File: src/rtl/seven_seg_pkg.sv
// Shared constants for the seven-segment scanner: segment bit order and the
// active-high 0-F glyph set.
package seven_seg_pkg;

    localparam int SEG_A = 0;
    localparam int SEG_B = 1;
    localparam int SEG_C = 2;
    localparam int SEG_D = 3;
    localparam int SEG_E = 4;
    localparam int SEG_F = 5;
    localparam int SEG_G = 6;

    localparam logic [6:0] SEG_BLANK = 7'h00;

    // Indexed by nibble value, bits {g,f,e,d,c,b,a}, 1 = segment lit
    localparam logic [6:0] GLYPH_TABLE [16] = '{
        7'h3F, 7'h06, 7'h5B, 7'h4F, 7'h66, 7'h6D, 7'h7D, 7'h07,
        7'h7F, 7'h6F, 7'h77, 7'h7C, 7'h39, 7'h5E, 7'h79, 7'h71
    };

endpackage

File: src/rtl/hex_seg_lut.sv
// Combinational nibble to active-high seven-segment glyph decoder.
module hex_seg_lut
    import seven_seg_pkg::*;
(
    input  logic [3:0] nibble,
    output logic [6:0] glyph
);

    always_comb begin
        glyph = GLYPH_TABLE[nibble];
    end

endmodule

File: src/rtl/seven_seg_scan.sv
// Time-multiplexed seven-segment driver: frame-coherent shadow registers,
// leading-zero blanking, anti-ghosting guard and registered polarity outputs.
module seven_seg_scan
    import seven_seg_pkg::*;
#(
    parameter int DIGITS         = 4,
    parameter int SCAN_DIV       = 50000,
    parameter int GUARD          = 2,
    parameter bit SEG_ACTIVE_LOW = 1'b1,
    parameter bit DIG_ACTIVE_LOW = 1'b1
) (
    input  logic                  clk,
    input  logic                  rst,
    input  logic [4*DIGITS-1:0]   value,
    input  logic [DIGITS-1:0]     dp,
    input  logic                  load,
    input  logic                  blank_lz,
    output logic [6:0]            seg,
    output logic                  seg_dp,
    output logic [DIGITS-1:0]     dig_en,
    output logic                  frame_done
);

    localparam int CW = (SCAN_DIV > 1) ? $clog2(SCAN_DIV) : 1;
    localparam int IW = (DIGITS > 1) ? $clog2(DIGITS) : 1;
    localparam logic [CW-1:0] LAST_CNT = CW'(SCAN_DIV - 1);
    localparam logic [IW-1:0] LAST_IDX = IW'(DIGITS - 1);

    logic [CW-1:0]         cnt;
    logic [IW-1:0]         idx;
    logic [4*DIGITS-1:0]   pend_val, disp_val;
    logic [DIGITS-1:0]     pend_dp, disp_dp;
    logic                  slot_end, frame_end, in_guard;

    assign slot_end  = (cnt == LAST_CNT);
    assign frame_end = slot_end && (idx == LAST_IDX);

    always_ff @(posedge clk) begin
        if (rst) begin
            cnt      <= '0;
            idx      <= '0;
            pend_val <= '0;
            pend_dp  <= '0;
            disp_val <= '0;
            disp_dp  <= '0;
        end else begin
            cnt <= slot_end ? '0 : cnt + 1'b1;
            if (slot_end)
                idx <= (idx == LAST_IDX) ? '0 : idx + 1'b1;
            if (load) begin
                pend_val <= value;
                pend_dp  <= dp;
            end
            // A load on the boundary cycle bypasses pending straight into the frame
            if (frame_end) begin
                disp_val <= load ? value : pend_val;
                disp_dp  <= load ? dp    : pend_dp;
            end
        end
    end

    generate
        if (GUARD == 0) begin : g_no_guard
            assign in_guard = 1'b0;
        end else begin : g_guard
            assign in_guard = (cnt < CW'(GUARD));
        end
    endgenerate

    logic [3:0]        cur_nib;
    logic              cur_dp, cur_blank, all_zero;
    logic [DIGITS-1:0] blank_mask, dig_sel;
    logic [6:0]        lut_glyph, seg_hi;
    logic              dp_hi;
    logic [DIGITS-1:0] dig_hi;

    always_comb begin
        cur_nib    = '0;
        cur_dp     = 1'b0;
        cur_blank  = 1'b0;
        all_zero   = 1'b1;
        blank_mask = '0;
        dig_sel    = '0;
        // Walk from the most significant digit down, accumulating "all zero so far"
        for (int unsigned k = 0; k < DIGITS; k++) begin
            all_zero = all_zero & (disp_val[4*(DIGITS-1-k) +: 4] == 4'h0);
            blank_mask[DIGITS-1-k] = blank_lz & all_zero & (k != DIGITS - 1);
        end
        for (int unsigned k = 0; k < DIGITS; k++) begin
            if (IW'(k) == idx) begin
                cur_nib    = disp_val[4*k +: 4];
                cur_dp     = disp_dp[k];
                cur_blank  = blank_mask[k];
                dig_sel[k] = 1'b1;
            end
        end
    end

    hex_seg_lut u_lut (
        .nibble (cur_nib),
        .glyph  (lut_glyph)
    );

    always_comb begin
        seg_hi = cur_blank ? SEG_BLANK : lut_glyph;
        dp_hi  = cur_dp;
        dig_hi = dig_sel;
        if (in_guard) begin
            seg_hi = SEG_BLANK;
            dp_hi  = 1'b0;
            dig_hi = '0;
        end
    end

    always_ff @(posedge clk) begin
        if (rst) begin
            seg        <= {7{SEG_ACTIVE_LOW}};
            seg_dp     <= SEG_ACTIVE_LOW;
            dig_en     <= {DIGITS{DIG_ACTIVE_LOW}};
            frame_done <= 1'b0;
        end else begin
            seg        <= seg_hi ^ {7{SEG_ACTIVE_LOW}};
            seg_dp     <= dp_hi ^ SEG_ACTIVE_LOW;
            dig_en     <= dig_hi ^ {DIGITS{DIG_ACTIVE_LOW}};
            frame_done <= frame_end;
        end
    end

endmodule
File: config.mk
export PLATFORM = sky130hd
export DESIGN_NAME = seven_seg_scan
export DESIGN_NICKNAME = d
export VERILOG_FILES = /design/src/rtl/seven_seg_pkg.sv /design/src/rtl/hex_seg_lut.sv /design/src/rtl/seven_seg_scan.sv
export SDC_FILE = /design/constraint.sdc
export NUM_CORES = 1
export LEC_CHECK = 0
export ABC_AREA = 1
export ABC_CLOCK_PERIOD_IN_PS = 5000
export CORE_MARGIN = 4
export CORE_UTILIZATION = 60
export DETAILED_ROUTE_END_ITERATION = 6
export GPL_ROUTABILITY_DRIVEN = 0
export GPL_TIMING_DRIVEN = 0
export PLACE_DENSITY = 0.87
export SLEW_MARGIN = 30
export SYNTH_ARGS = -nofsm -noshare
export SYNTH_HDL_FRONTEND = slang
export SYNTH_SLANG_ARGS = --single-unit
File: constraint.sdc
create_clock -name clk -period 5 [get_ports clk]
set_input_delay 0.75 -clock clk [delete_from_list [all_inputs] [get_ports clk]]
set_output_delay 0.75 -clock clk [all_outputs]
set_load 0.02 [all_outputs]
Yosys cells after proc, flatten, opt, wreduce, memory -nomap -nowiden
Memory sizes are Yosys's and may differ from the RTL's.
Cells that the tools add are included.
W data, S select, Z words.
{ "op_classes": {"addsub": 2, "n_lt_le_gt_ge": 2, "eq_ne": 5, "n_mux": 24, "n_bitwise": 9, "reduce_logical": 6} }
{ "op_table": {"columns": ["op", "count"], "rows": [
  ["$mux W7", 4],
  ["$mux W4", 6],
  ["$add A16 B1 Y16 const B", 1],
  ["$eq A16 B16 Y1 const B", 1],
  ["$lt A16 B2 Y1 const B", 1],
  ["$mux W16", 1],
  ["$logic_not A4 Y1", 3],
  ["$mux W1", 12],
  ["$not A7 Y7", 1],
  ["$and A1 B1 Y1", 5],
  ["$ge A5 B5 Y1 const B", 1],
  ["$not A4 Y5", 1],
  ["$eq A2 B2 Y1 const A", 2],
  ["$not A4 Y4", 1],
  ["$add A2 B1 Y2 const B", 1],
  ["$eq A1 B2 Y1 const A", 1],
  ["$eq A2 B2 Y1 const B", 1],
  ["$logic_not A2 Y1", 1],
  ["$mux W2", 1],
  ["$reduce_or A2 Y1", 1],
  ["$logic_and A1 B1 Y1", 1],
  ["$not A1 Y1", 1]
]} }
{ "totals": {"register_bits": 71, "mem_bits_ro": 112, "inputBits": 24, "output_inout_bits": 13, "elab_cells": 59, "mem_count": 1} }
{ "memory_table": {"columns": ["memory", "depth", "word_bits", "read_ports", "rd_clocked_by_memory_dff", "write_ports", "line", "text"], "rows": [
  ["(name not given)", 16, 7, 1, 0, 0, "hex_seg_lut.sv:10", "glyph = GLYPH_TABLE[nibble];"]
]} }

Depth between registers and ports, before layout
{ "logic_depth": {"word_depth": 12, "mapped_depth": 14, "ltp_nobuf": 14} }

Modules after synthesis
Synthesis repeated with hierarchy kept, for this count alone.
{ "unflattened": {"cells_unflattened": 515, "area_unflattened_um2": 3559.7} }
{ "modules_own_cells": {"columns": ["module", "instances", "cells_per_inst", "area_each_um2", "seq_area_each_um2"], "rows": [
  ["seven_seg_scan", 1, 463, 3289.4, 1421.4],
  ["hex_seg_lut", 1, 52, 270.3, 0.0]
]} }

Worst setup path before layout
Ideal clock, no wire load.
{ "synth_path": {"path_kind": "reg2reg", "from": "register idx[0]", "to": "register seg[3]", "setup_time_ns": 0.124, "arrival_time_ns": 1.771, "t_required_ns": 4.876, "path_slack_ns": 3.106, "stages_incl_launch_ff": 12, "path_buffers": 1, "period_less_slack_ns": 1.894, "cell_sequence": "dfxtp_1 -> inv_1 -> ha_1 -> buf_2 -> a21oi_1 -> nand2_1 -> a21boi_1 -> ha_1 -> inv_1 -> nand2_1 -> nand3_1 -> nand3_1"} }
{ "synth_via": {"elab_chain_cells": 12, "elab_cells_between_ends": 18, "classes_between": "3 x eq/ne; 11 x mux; 2 x bitwise; 1 x reduce/logical; 1 x memory"} }
{ "synth_lines": {"columns": ["element", "line", "text"], "rows": [
  ["start, declared", "seven_seg_scan.sv:30", "logic [IW-1:0] idx;"],
  ["start signal, assigned", "seven_seg_scan.sv:49", "idx <= (idx == LAST_IDX) ? '0 : idx + 1'b1;"],
  ["$logic_not A2 Y1", "seven_seg_scan.sv:90", "if (IW'(k) == idx) begin"],
  ["$mux W4 (4 in series)", "seven_seg_scan.sv:90", null],
  ["$not A4 Y5 (not written as such)", "hex_seg_lut.sv:10", null],
  ["$mem_v2 Z16 W7", null, null],
  ["$mux W7 (not written as such) (2 in series)", "hex_seg_lut.sv:10", null],
  ["$mux W7 *", "seven_seg_scan.sv:105", "seg_hi = cur_blank ? SEG_BLANK : lut_glyph;"],
  ["$mux W7 *", "seven_seg_scan.sv:108", "if (in_guard) begin"],
  ["$not A7 Y7 (no source line) *", null, null],
  ["end signal, assigned", "seven_seg_scan.sv:117", "seg <= {7{SEG_ACTIVE_LOW}};"],
  ["end signal, assigned", "seven_seg_scan.sv:122", "seg <= seg_hi ^ {7{SEG_ACTIVE_LOW}};"],
  ["end, declared", "seven_seg_scan.sv:18", "output logic [6:0] seg,"]
]} }
Mark *: on every way between the ends. The rest lies on a longest branch, timed or not. The select of a mux whose other input is x is not followed.
A chain may end at the register's enable or synchronous reset.

Final worst setup path
Ends and elaborated chain as after synthesis.

==> flow_metrics.env <==
export IMPL_cp_start_kind="flip-flop"
export IMPL_via_per_inst=5.29
export IMPL_die_w_um=82.1
export IMPL_numCtsBuffers=9
export IMPL_setup_slack_ps=2750
export IMPL_hold_viol_final=0
export IMPL_grt_max_degree=13
export IMPL_track_usage_pct=22.0
export IMPL_cts_sinks=71
export IMPL_port_buffers=35
export IMPL_dp_slack_ps=2810
export IMPL_synth_top_area_share_pct=43.2
export IMPL_synth_area_mm2=0.00329
export IMPL_hold_depth=1
export IMPL_cts_tree="done"
export IMPL_min_path_type="flip-flop to flip-flop"
export IMPL_die_y_um=82.1
export IMPL_crit_fanout=10
export IMPL_worstSetupEndpointType="flip-flop"
export IMPL_cpMaxStageDelayCell="dfxtp_1"
export IMPL_ant_nets=0
export IMPL_wl_per_cell_um=12.6
export IMPL_rsz0062_at_grt="no"
export IMPL_syn_inst=400
export IMPL_dr_first_iter_drc_count=144
export IMPL_seqPwrFrac_pct=52.9
export IMPL_worst_clock_skew_ps=6.11
export IMPL_area_delta_synth_final_pct=19.1
export IMPL_initial_core_util_pct=63.2
export IMPL_status="finished clean"
export IMPL_ios=37
export IMPL_p_leak_nw=1.66
export IMPL_num_antenna_cells=0
export IMPL_ir_drop_uv=285
export IMPL_setup_tns_ps=0
export IMPL_yosys_warnings=0
export IMPL_clock_latency_ps=350
export IMPL_required_ps=5230
export IMPL_synth_cell_type_count=41
export IMPL_synth_seq_cells=71
export IMPL_synth_nets=435
export IMPL_core_region_area_mm2=0.00520
export IMPL_comb_power_share_pct=7.3
export IMPL_clk_pin_slew_ps=70
export IMPL_drcViolationCount=0
export IMPL_cap_violations=0
export IMPL_htree_levels=3
export IMPL_synth_area_top_cells="dfxtp_1 43%, nand2_1 8.7%, nand3_1 6.4%"
export IMPL_grt_pass1_vias=2613
export IMPL_relSlewSlack_pct=70.8
export IMPL_place_hpwl_um=4950
export IMPL_cts_resized_gates=0
export IMPL_nets=481
export IMPL_cts_root_buf="clkbuf_8"
export IMPL_slew_violations=0
export IMPL_crit_chain="inv_1, ha_1, buf_2, a21oi_1, nand2_1, a21boi_1, ha_1, inv_1, nand2_1, nand3_1, nand3_1"
export IMPL_drt_pass1_iterations=4
export IMPL_switchingPower_w=0.000260
export IMPL_seq_area_frac_synth_pct=43.2
export IMPL_critPathMaxStageDelay_ps=400
export IMPL_syn_avg_cell_area_um2=8.23
export IMPL_antenna_found_initial=0
export IMPL_clk_path_buf_depth=2
export IMPL_p_clk_share_pct=39.8
export IMPL_worst_pin_slew_ps=437
export IMPL_swShare_pct=23.4
export IMPL_reg2reg_depth=11
export IMPL_rows=26
export IMPL_power_density_mw_per_mm2=284
export IMPL_via_count=2755
export IMPL_p_int_w=0.000852
export IMPL_fin_crit_sh_pct=45.0
export IMPL_arrival_ps=2480
export IMPL_finalSetupViolCount=0
export IMPL_ctsHoldBuffers=0
export IMPL_grt_overflow=0
export IMPL_drive_gt1_share_pct=16.4
export IMPL_path_class="flip-flop to flip-flop"
export IMPL_finalCriticalPeriod_ps=2250
export IMPL_post_cts_buffers=0
export IMPL_grt_pass1_wl_um=11400
export IMPL_synth_top_cell_by_area="dfxtp_1"
export IMPL_wl_um=6580
export IMPL_maxClockFrequency_ghz=0.445
export IMPL_dieArea_mm2=0.00673
==> cell type report <==
class,count,area [µm²]
flip-flops and latches,71,1420
multi-input cells,279,1650
plain buffers,14,86.3
clock buffers,11,131
well taps,70,87.6
inverters,36,135
clock inverters,5,58.8
fillers,417,1290
repair buffers,35,350
==> path summary, 6_finish.rpt <==
kind                  to  slack [ps]    from
setup / recovery  seg[3]        2750  idx[0]
hold / removal    cnt[0]         460  cnt[0]
setup reg to reg  seg[3]        2750  idx[0]
hold reg to reg   cnt[0]         460  cnt[0]
==> flip-flops by register name (all words and copies together), names as in the netlist <==
register    cells
pend_dp         4
disp_val       16
pend_val       16
dig_en          4
frame_done      1
seg_dp          1
cnt            16
seg             7
disp_dp         4
idx             2
==> synth_stat cells <==
cell type,instances
a211oi_1,1
a21boi_1,1
a21oi_1,17
a21oi_2,2
a21oi_4,1
and2_1,1
buf_1,2
buf_2,6
buf_4,1
buf_6,3
clkbuf_1,2
clkinv_1,1
dfxtp_1,71
ha_1,11
inv_1,28
inv_2,7
mux2i_1,20
nand2_1,76
nand2_2,5
nand2_4,1
nand3_1,42
nand3_2,4
nand3b_1,1
nand4_1,4
nand4_2,1
nor2_1,41
nor2_2,4
nor2_4,2
nor3_1,5
nor3_2,1
nor3_4,2
nor3b_1,1
o211ai_1,1
o21ai_0,5
o21ai_1,1
o21ai_2,19
o31ai_1,2
or2_0,3
or2_2,1
xnor2_1,2
xor2_1,1
==> kinds of logic after synthesis <==
kind of cell	share of synthesized area [%]
flops	43.2
fa+ha+maj	4.18
compound gates	10.7
simple gates	28.3
buf+inv	6.73
mux	6.08
xor+xnor	0.799
==> power by group through the flow <==
stage / clock (W) / sequential (W) / combinational [W]
after CTS: 0.000455 / 0.000588 / 0.0000826
after global placement: 0 / 0.000600 / 0.0000800
after global routing: 0.000478 / 0.000589 / 0.0000902
after floorplan: 0 / 0.000606 / 0.0000391
after detailed placement: 0 / 0.000601 / 0.0000822
final: 0.000443 / 0.000588 / 0.0000816
==> routing by layer <==
metal,vias to the layer above,part of all wire [%],track usage [%]
met4,0,1.9,9.14
li1,1410,-,-
met5,-,0,0
met1,1263,42,24.9
met3,15,5.2,6.47
met2,67,51,38.4
==> worst max-delay path: cells and delay by family, from the launching register on <==
| family | cells | cell delay, ps |
|---|---|---|
| buf+inv | 3 | 370 |
| fa+ha+maj | 2 | 540 |
| flops | 1 | 400 |
| simple gates | 4 | 330 |
| compound gates | 2 | 500 |
==> metrics by stage <==
stage,hold slack [ps],instance area [µm²],util (%),instances,total power (W)
2_1_floorplan,429,3290,-,400,0.000645
3_3_place_gp,439,3730,71.6,505,0.000680
3_5_place_dp,448,3730,71.6,505,0.000683
4_1_cts,465,3920,75.3,521,0.00113
5_1_grt,498,3920,75.3,521,0.00116
6_report,464,3920,75.3,521,0.00111
==> cell usage in the layout, fill, tap and decap left out, types with 5 or more instances in the layout <==
master           netlist  layout
o21ai_0                5       5
ha_1                  11      11
a21oi_1               17      17
mux2i_1               20      20
clkbuf_8               0       9
nand2_1               76      76
nand2_2                5       5
nand3_1               42      42
buf_2                  6       6
nor3_1                 5       5
dfxtp_1               71      71
inv_2                  7       7
clkdlybuf4s50_1        0      35
inv_1                 28      28
o21ai_2               19      19
nor2_1                41      41
Note: power is estimated with default switching activity, not from simulation.
